File: src/rtl/sqrt_arbiter_if.sv
// Bundle between requesters, the sqrt arbiter and the shared sqrt unit.
// rsp_err exists only when SQRT_ARB_TIMEOUT_EN is defined.
interface sqrt_arbiter_if #(
   parameter int NUM_REQ = 4,
   parameter int MAG_W   = 32,
   parameter int RES_W   = 16
);
   logic [NUM_REQ-1:0]       req;
   logic [NUM_REQ*MAG_W-1:0] mag_in;
   logic [NUM_REQ-1:0]       gnt;
   logic [NUM_REQ-1:0]       rsp_vld;
   logic [RES_W-1:0]         rsp_root;
   logic                     busy;
   logic                     sq_go;
   logic [MAG_W-1:0]         sq_mag;
   logic                     sq_done;
   logic [RES_W-1:0]         sq_root;
`ifdef SQRT_ARB_TIMEOUT_EN
   logic                     rsp_err;
`endif

   // slave: the arbiter; master: requesters plus the sqrt unit
   modport slave (
`ifdef SQRT_ARB_TIMEOUT_EN
      output rsp_err,
`endif
      input  req, mag_in, sq_done, sq_root,
      output gnt, rsp_vld, rsp_root, busy, sq_go, sq_mag
   );

   modport master (
`ifdef SQRT_ARB_TIMEOUT_EN
      input  rsp_err,
`endif
      output req, mag_in, sq_done, sq_root,
      input  gnt, rsp_vld, rsp_root, busy, sq_go, sq_mag
   );
endinterface

File: src/rtl/sqrt_arbiter.sv
// Round-robin arbiter sharing one iterative sqrt unit among NUM_REQ requesters.
// Optional watchdog on the sqrt unit enabled by defining SQRT_ARB_TIMEOUT_EN.
//
// state | meaning
// IDLE  | waiting for any req; grant, latch operand and fire sq_go on exit
// RUN   | operand held on sq_mag; waiting for sq_done (or watchdog expiry)
// GAP   | rsp_vld pulse cycle; requests ignored, busy cleared on exit
module sqrt_arbiter #(
   parameter int NUM_REQ = 4,
   parameter int MAG_W   = 32,
   parameter int RES_W   = 16,
   parameter int TIMEOUT = 64
) (
   input  logic          clk,
   input  logic          rst,
   sqrt_arbiter_if.slave arb_if
);
   localparam int IDX_W = $clog2(NUM_REQ);

   if (NUM_REQ < 2 || NUM_REQ > 8 || 2*RES_W != MAG_W || TIMEOUT < 1) begin : g_bad_cfg
      $error("sqrt_arbiter: unsupported parameter combination");
   end

   typedef enum logic [1:0] {IDLE, RUN, GAP} state_t;

   state_t             state_q, state_d;
   logic [IDX_W-1:0]   rr_ptr_q, rr_ptr_d;
   logic [IDX_W-1:0]   idx_q, idx_d;
   logic [IDX_W-1:0]   pick, idx_nxt;
   logic               found;
   int                 slot;
   logic [MAG_W-1:0]   mag_q, mag_d;
   logic [NUM_REQ-1:0] gnt_q, gnt_d;
   logic [NUM_REQ-1:0] rsp_vld_q, rsp_vld_d;
   logic [RES_W-1:0]   rsp_root_q, rsp_root_d;
   logic               busy_q, busy_d;
   logic               sq_go_q, sq_go_d;
`ifdef SQRT_ARB_TIMEOUT_EN
   localparam int TMR_W = $clog2(TIMEOUT + 1);
   logic [TMR_W-1:0]   tmr_q, tmr_d;
   logic               rsp_err_q, rsp_err_d;
`endif

   // First set request at or above rr_ptr, wrapping
   always_comb begin
      found = 1'b0;
      pick  = '0;
      slot  = 0;
      for (int k = 0; k < NUM_REQ; k++) begin
         slot = (int'(rr_ptr_q) + k) % NUM_REQ;
         if (!found && arb_if.req[IDX_W'(slot)]) begin
            found = 1'b1;
            pick  = IDX_W'(slot);
         end
      end
   end

   assign idx_nxt = (idx_q == IDX_W'(NUM_REQ - 1)) ? '0 : idx_q + 1'b1;

   always_comb begin
      state_d    = state_q;
      rr_ptr_d   = rr_ptr_q;
      idx_d      = idx_q;
      mag_d      = mag_q;
      gnt_d      = '0;
      sq_go_d    = 1'b0;
      rsp_vld_d  = '0;
      rsp_root_d = rsp_root_q;
      busy_d     = busy_q;
`ifdef SQRT_ARB_TIMEOUT_EN
      tmr_d      = tmr_q;
      rsp_err_d  = 1'b0;
`endif
      unique case (state_q)
         IDLE: begin
            if (found) begin
               idx_d        = pick;
               mag_d        = arb_if.mag_in[pick*MAG_W +: MAG_W];
               gnt_d[pick]  = 1'b1;
               sq_go_d      = 1'b1;
               busy_d       = 1'b1;
               state_d      = RUN;
`ifdef SQRT_ARB_TIMEOUT_EN
               tmr_d        = TMR_W'(TIMEOUT - 1);
`endif
            end
         end
         RUN: begin
            if (arb_if.sq_done) begin
               rsp_root_d       = arb_if.sq_root;
               rsp_vld_d[idx_q] = 1'b1;
               rr_ptr_d         = idx_nxt;
               state_d          = GAP;
            end
`ifdef SQRT_ARB_TIMEOUT_EN
            else if (tmr_q == '0) begin
               rsp_root_d       = '1;
               rsp_vld_d[idx_q] = 1'b1;
               rsp_err_d        = 1'b1;
               rr_ptr_d         = idx_nxt;
               state_d          = GAP;
            end else begin
               tmr_d = tmr_q - 1'b1;
            end
`endif
         end
         GAP: begin
            busy_d  = 1'b0;
            state_d = IDLE;
         end
         default: state_d = IDLE;
      endcase
   end

   always_ff @(posedge clk) begin
      if (rst) begin
         state_q    <= IDLE;
         rr_ptr_q   <= '0;
         idx_q      <= '0;
         mag_q      <= '0;
         gnt_q      <= '0;
         rsp_vld_q  <= '0;
         rsp_root_q <= '0;
         busy_q     <= 1'b0;
         sq_go_q    <= 1'b0;
`ifdef SQRT_ARB_TIMEOUT_EN
         tmr_q      <= '0;
         rsp_err_q  <= 1'b0;
`endif
      end else begin
         state_q    <= state_d;
         rr_ptr_q   <= rr_ptr_d;
         idx_q      <= idx_d;
         mag_q      <= mag_d;
         gnt_q      <= gnt_d;
         rsp_vld_q  <= rsp_vld_d;
         rsp_root_q <= rsp_root_d;
         busy_q     <= busy_d;
         sq_go_q    <= sq_go_d;
`ifdef SQRT_ARB_TIMEOUT_EN
         tmr_q      <= tmr_d;
         rsp_err_q  <= rsp_err_d;
`endif
      end
   end

   assign arb_if.gnt      = gnt_q;
   assign arb_if.rsp_vld  = rsp_vld_q;
   assign arb_if.rsp_root = rsp_root_q;
   assign arb_if.busy     = busy_q;
   assign arb_if.sq_go    = sq_go_q;
   assign arb_if.sq_mag   = mag_q;
`ifdef SQRT_ARB_TIMEOUT_EN
   assign arb_if.rsp_err  = rsp_err_q;
`endif
endmodule

File: src/flat_wrapper.sv
// flat-port wrapper written by rule: the top's interface ports become plain ports
module sqrt_arbiter_flat 
#(
   parameter int NUM_REQ = 4,
   parameter int MAG_W   = 32,
   parameter int RES_W   = 16,
   parameter int TIMEOUT = 64
)
  (clk, rst, arb_if_req, arb_if_mag_in, arb_if_sq_done, arb_if_sq_root, arb_if_gnt, arb_if_rsp_vld, arb_if_rsp_root, arb_if_busy, arb_if_sq_go, arb_if_sq_mag);
  sqrt_arbiter_if #(.NUM_REQ(NUM_REQ), .MAG_W(MAG_W), .RES_W(RES_W)) arb_if_i ();
  input  logic clk;
  input  logic rst;
  input wire logic [$bits(arb_if_i.req)-1:0] arb_if_req;
  input wire logic [$bits(arb_if_i.mag_in)-1:0] arb_if_mag_in;
  input wire logic [$bits(arb_if_i.sq_done)-1:0] arb_if_sq_done;
  input wire logic [$bits(arb_if_i.sq_root)-1:0] arb_if_sq_root;
  output wire logic [$bits(arb_if_i.gnt)-1:0] arb_if_gnt;
  output wire logic [$bits(arb_if_i.rsp_vld)-1:0] arb_if_rsp_vld;
  output wire logic [$bits(arb_if_i.rsp_root)-1:0] arb_if_rsp_root;
  output wire logic [$bits(arb_if_i.busy)-1:0] arb_if_busy;
  output wire logic [$bits(arb_if_i.sq_go)-1:0] arb_if_sq_go;
  output wire logic [$bits(arb_if_i.sq_mag)-1:0] arb_if_sq_mag;
  assign arb_if_i.req = arb_if_req;
  assign arb_if_i.mag_in = arb_if_mag_in;
  assign arb_if_i.sq_done = arb_if_sq_done;
  assign arb_if_i.sq_root = arb_if_sq_root;
  assign arb_if_gnt = arb_if_i.gnt;
  assign arb_if_rsp_vld = arb_if_i.rsp_vld;
  assign arb_if_rsp_root = arb_if_i.rsp_root;
  assign arb_if_busy = arb_if_i.busy;
  assign arb_if_sq_go = arb_if_i.sq_go;
  assign arb_if_sq_mag = arb_if_i.sq_mag;
  sqrt_arbiter #(.NUM_REQ(NUM_REQ), .MAG_W(MAG_W), .RES_W(RES_W), .TIMEOUT(TIMEOUT)) u_core (.clk(clk), .rst(rst), .arb_if(arb_if_i));
endmodule
File: config.mk
export PLATFORM = sky130hd
export DESIGN_NAME = sqrt_arbiter_flat
export DESIGN_NICKNAME = d
export VERILOG_FILES = /design/src/rtl/sqrt_arbiter_if.sv /design/src/rtl/sqrt_arbiter.sv /design/src/flat_wrapper.sv
export SDC_FILE = /design/constraint.sdc
export NUM_CORES = 1
export LEC_CHECK = 0
export CAP_MARGIN = 20
export CORE_MARGIN = 10
export CORE_UTILIZATION = 41
export DETAILED_ROUTE_END_ITERATION = 12
export GPL_ROUTABILITY_DRIVEN = 1
export PLACE_DENSITY_LB_ADDON = 0.2
export SLEW_MARGIN = 10
export SYNTH_ARGS = -nofsm -noshare
export SYNTH_HDL_FRONTEND = slang
export SYNTH_SLANG_ARGS = --single-unit
File: constraint.sdc
create_clock -name clk -period 3.8 [get_ports clk]
set_clock_uncertainty 0.15 [all_clocks]
set_input_delay 0.76 -clock clk [delete_from_list [all_inputs] [get_ports clk]]
set_output_delay 0.76 -clock clk [all_outputs]
set_load 0.02 [all_outputs]
# == After elaboration in Yosys (flattened, before gate mapping) ==
# Index checks and enable logic that the tools add are counted.
# classes
n_addsub,4
div_mod_pow,0
n_shift,1
bitwise,4
n_eq_ne,5
n_mul,0
muxes,31
reduce_logical,17
order_cmp,8
# op_table
op,n
variable part select 128 x 8 -> 32 bit,1
"less-than comparator 2 x 4 -> 1 bit, second input constant",4
two-way mux 1 bit,16
two-way mux 2 bit,7
binary-select mux 1 bit (select 2 bit),4
AND reduction 2 bit,4
"less-than comparator 2 x 3 -> 1 bit, second input constant",2
OR reduction 3 bit,2
logical AND 1 bit,5
"adder 2 x 1 -> 2 bit, second input constant",2
"adder 2 bit, second input constant",2
demux 1 bit (select 2 bit),2
"== test 2 bit, second input constant",2
">= comparator 2 x 1 -> 1 bit, second input constant",2
inverter 1 bit,4
case mux 2 bit (2 select lines),1
logical NOT 1 bit,3
"== test 2 x 1 -> 1 bit, second input constant",1
logical NOT 2 bit,1
"inequality test 2 x 1 -> 1 bit, second input constant",1
"inequality test 2 bit, second input constant",1
case mux 1 bit (2 select lines),1
nonzero test 2 bit,1
OR reduction 2 bit,1
# totals
out_inout_bits,58
ram_bits,0
in_bits,151
elab_cells,79
rom_bits,0
mem_count,0
register_bits,64
latchBits,0

# == Depth between registers and ports, before layout ==
# depth
word_depth,17
mapped_depth,7
depth_no_buf,5

# == Worst setup path after synthesis ==
# OpenSTA, ideal clock, no wires.
# synth_path
path_kind,input to register
from,input port arb_if_req[0]
to,"register u_core.mag_q[20], in the netlist u_core.arb_if.sq_mag[20]"
n_path_buf,2
t_arrival_ps,1911
required_time_ps,3505
setup_slack_ps,1594
setup_ps,145
path_stages,7
cell_sequence,nor2b_4 or4_1 buf_4 buf_6 nand3_1 a21o_1 a211oi_2
# synth_via
elab_chain_cells,14
word_cells_on_any_way,28
cone_classes,shift: 1; mux: 20; reduce/logical: 7
# synth_rtl
item,line_no,source
"start, declared",flat_wrapper.sv:13,input wire logic [$bits(arb_if_i.req)-1:0] arb_if_req;
binary-select mux 1 bit (select 2 bit),sqrt_arbiter.sv:51,if (!found && arb_if.req[IDX_W'(slot)]) begin
two-way mux 1 bit (not written as such) (2 in series),sqrt_arbiter.sv:51,
two-way mux 1 bit,sqrt_arbiter.sv:51,
logical NOT 1 bit,sqrt_arbiter.sv:51,
logical AND 1 bit,sqrt_arbiter.sv:51,
two-way mux 1 bit,sqrt_arbiter.sv:51,
logical NOT 1 bit,sqrt_arbiter.sv:51,
logical AND 1 bit,sqrt_arbiter.sv:51,
two-way mux 1 bit,sqrt_arbiter.sv:51,
logical NOT 1 bit,sqrt_arbiter.sv:51,
logical AND 1 bit,sqrt_arbiter.sv:51,
two-way mux 2 bit / two-way mux 1 bit (equally long branches),sqrt_arbiter.sv:51,
variable part select 128 x 8 -> 32 bit / AND reduction 2 bit (equally long branches),--,
"end signal, assigned",sqrt_arbiter.sv:134,mag_q <= mag_d;
"end, declared",sqrt_arbiter.sv:32,"logic [MAG_W-1:0] mag_q, mag_d;"
# Several ways; a longest one is shown, not always the timed one. The select of a mux whose other input is x is not followed.
# A chain may end at the register's enable or synchronous reset.

# == Final worst setup path ==
# layout_path
from,input port arb_if_req[2]
to,"register u_core.mag_q[25], in the netlist u_core.arb_if.sq_mag[25]"
# Same word-level chain as after synthesis.

==> results.py <==
metrics = {
    "status": {
        "status": "finished clean",
    },
    "route": {
        "routed_wl_um": 14600,
        "drc_errors": 0,
        "wl_per_cell_um": 20.2,
        "postRouteAntennaNets": 0,
        "dr.pass1.iters": 6,
        "via_count": 4032,
        "drt_iter0_drc": 282,
        "vias_per_cell": 5.58,
    },
    "global_routing": {
        "grt_pass1_wl_um": 22300,
        "grt_max_degree": 35,
        "grt-ovfl-total": 0,
        "grt_pass1_vias": 4016,
        "antenna_found_initial": 0,
        "grtUsageTotal_pct": 21.6,
    },
    "placed_design": {
        "numPortBuffers": 208,
        "dp_hpwl_um": 11100,
        "finalWeightedCongestion": 0.855,
    },
    "synthesis": {
        "synth-async-reset-ratio_pct": 0,
        "synth.distinct_cells": 38,
        "synth_top_area_share_pct": 36.6,
        "ys_seq_elements": 64,
        "synth_area_leaders": "dfxtp_1, a211oi_2, a221oi_1, a21o_1, nand3_1",
        "synth.cell_area_mm2": 0.00350,
        "yosys_warnings": 0,
        "synth_edf_count": 0,
        "seq_area_frac_synth_pct": 36.6,
        "postSynthAreaPerCell_um2": 8.38,
        "yosysTopAreaCell": "dfxtp_1",
        "syn_nets": 573,
        "synthTopCellsByCount": "dfxtp_1, nor2_1, nand2_1, nand3_1, a21o_1",
        "ys.flop_type": "dfxtp_1",
        "yosysMostFrequentCell": "dfxtp_1",
        "synthCells": 418,
    },
    "critical_path": {
        "cp-endpoint": "u_core.arb_if.sq_mag[25]",
        "start_kind": "primary input",
        "reg2reg_depth": 4,
        "critical_path_buf_inv_count": 1,
        "r2r-end": "u_core.arb_if.sq_mag[25]",
        "critPathMaxStageDelay_ps": 580,
        "r2r_setup_slack_ps": 1590,
        "cp-end-kind": "flip-flop",
        "crit_path_start": "arb_if_req[2]",
        "worstSetupPathType": "primary input to flip-flop",
        "crit_cells": 6,
        "arrival_ps": 2870,
        "crit_path_cell_trace": "clkdlybuf4s50_1, nor2b_2, nor3_1, a221o_2, a221oi_1, a211oi_2",
        "required_ps": 3850,
        "crit_family": "compound AO/OA/AOI/OAI gates",
        "cp_max_fo": 31,
        "worstReg2RegStart": "u_core.rr_ptr_q[1]",
        "cp_slowest_cell": "a221o_2",
    },
    "floorplanning": {
        "core_mm2": 0.00826,
        "dieWidth_um": 112,
        "rows": 33,
        "die_h_um": 112,
        "dieArea_mm2": 0.0126,
        "start_util_pct": 42.4,
        "pin_count": 209,
    },
    "clocking": {
        "cts_buffers": 9,
        "clk_pin_slew_ps": 80,
        "htree_levels": 3,
        "cts.path.max_buffers": 2,
        "numClockSinks": 64,
        "clock_latency_ps": 340,
        "ctsHoldBuffers": 0,
        "cts_resized": 0,
        "cts_tree": "built",
        "cts_setup_buffers": 0,
        "clockRootBuffer": "clkbuf_8",
    },
    "timing": {
        "period_share_pct": 74.2,
        "worst_pin_slew_ps": 672,
        "finalSetupTns_ps": 0,
        "final.min_clock_period_ps": 2820,
        "slew_headroom_pct": 55.2,
        "finalSetupViolations": 0,
        "rsz0062_at_grt": "false",
        "finalHoldViolations": 0,
        "maxSlewViolCount": 0,
        "max_freq_mhz": 355,
    },
    "power": {
        "seqPwrFrac_pct": 36.3,
        "pwr-share-clk_pct": 31.6,
        "p_total_w": 0.00211,
        "combPwrFrac_pct": 32.1,
        "vdd_ir_drop_max_mv": 0.248,
        "powerDensity_mw_per_mm2": 361,
        "switching_power_w": 0.000654,
        "p_leak_nw": 2.14,
        "internal_power_w": 0.00145,
        "swShare_pct": 31.0,
    },
    "min_path": {
        "min_path_type": "flip-flop to flip-flop",
    },
    "cells_and_area": {
        "n_fill_cell": 683,
        "nets": 768,
        "multi_input_area_mm2": 0.00197,
        "area_delta_synth_final_pct": 66.7,
        "antenna_cells": 0,
        "drive_gt1_share_pct": 11.2,
        "regArea_mm2": 0.00128,
    },
    "run": {
        "maxCapViolCount": 0,
    },
}
[power groups by stage]
| stage | sequential [W] | clock (W) | combinational [W] |
|---|---|---|---|
| CTS | 0.000765 | 0.000682 | 0.000680 |
| detailed placement | 0.000780 | 0 | 0.000676 |
| global route | 0.000771 | 0.000711 | 0.000726 |
| finish | 0.000765 | 0.000667 | 0.000677 |
| floorplan | 0.000841 | 0 | 0.000283 |
| global placement | 0.000777 | 0 | 0.000662 |
[placed cells by master (no fill, tap or decap), drive strengths merged]
cell / Yosys / layout
and3: 1 / 1
a221oi: 30 / 30
nand2: 41 / 41
inv: 6 / 9
clkinvlp: 0 / 1
o22ai: 1 / 1
a211oi: 33 / 33
buf: 18 / 16
o21a: 1 / 1
a221o: 1 / 1
clkbuf: 21 / 9
o21ai: 37 / 37
clkinv: 0 / 1
o21bai: 2 / 2
or2: 2 / 2
clkdlybuf4s50: 0 / 207
or4: 1 / 1
nand3: 34 / 34
ha: 4 / 4
nor3: 3 / 3
a211o: 1 / 1
a21oi: 25 / 25
dfxtp: 64 / 64
and2b: 1 / 1
bufinv: 0 / 2
a21o: 32 / 32
nand2b: 1 / 1
a31oi: 2 / 2
nor2b: 2 / 2
nor4: 3 / 3
and2: 6 / 6
nor2: 45 / 45
[final cells by class]
class	count	area share [%]
Clock buffer	9	2.12
Timing Repair Buffer	223	37.7
Sequential cell	64	21.9
Clock inverter	7	1.76
Multi-Input combinational cell	309	33.8
Inverter	6	0.386
Tap cell	105	2.25
[worst register-to-register path, cell delays in order, from the launching register on]
cell and delay [ps]:
dfxtp_1 530, inv_1 160, a221o_2 660, a221oi_1 460
a211oi_2 120
[sequential cells by signal, summed over array words and instances (netlist names)]
register and flops:
u_core.arb_if.sq_mag 32, u_core.arb_if.gnt 4, u_core.arb_if.sq_go 1, u_core.idx_q 2, u_core.state_q 2, u_core.arb_if.rsp_vld 4
u_core.arb_if.busy 1, u_core.rr_ptr_q 2, u_core.arb_if.rsp_root 16
[metal layers]
metal	track usage (%)	share of wire, %
met5	0	0
met4	7.61	2.4
met3	8.25	11
met2	35.6	48
met1	25.1	39
[per-stage QoR]
stage                     hold WS [ps]  instance area [µm²]  instances  util [%]  setup slack (ps)
after floorplan                    310                 3500        418         -              1590
after global placement             291                 5610        707      68.0               738
after detailed placement           299                 5610        707      68.0               648
after CTS                          311                 5840        723      70.7              1020
after global routing               341                 5840        723      70.7               915
final                              310                 5840        723      70.7               981
[worst min-delay path by stage]
stage / slack [ps] / to / depth (start not counted) / start
after global routing: 340 / u_core.arb_if.rsp_root[4] / 2 / u_core.arb_if.rsp_root[4]
final: 310 / u_core.arb_if.rsp_root[12] / 2 / u_core.arb_if.rsp_root[12]
after global placement: 290 / u_core.arb_if.rsp_root[15] / 2 / u_core.arb_if.rsp_root[15]
after floorplan: 310 / u_core.state_q[0] / 1 / u_core.state_q[1]
after CTS: 310 / u_core.arb_if.rsp_root[15] / 2 / u_core.arb_if.rsp_root[15]
after detailed placement: 300 / u_core.arb_if.rsp_root[15] / 2 / u_core.arb_if.rsp_root[15]
[kinds of logic after synthesis]
logic type,share of synthesized area (%)
AND/OR/NAND/NOR,18.3
buffers and inverters,7.32
adder cells (fa/ha/maj),1.43
AO/OA/AOI/OAI,36.3
flip-flops,36.6
(Power assumes the default switching activity.)
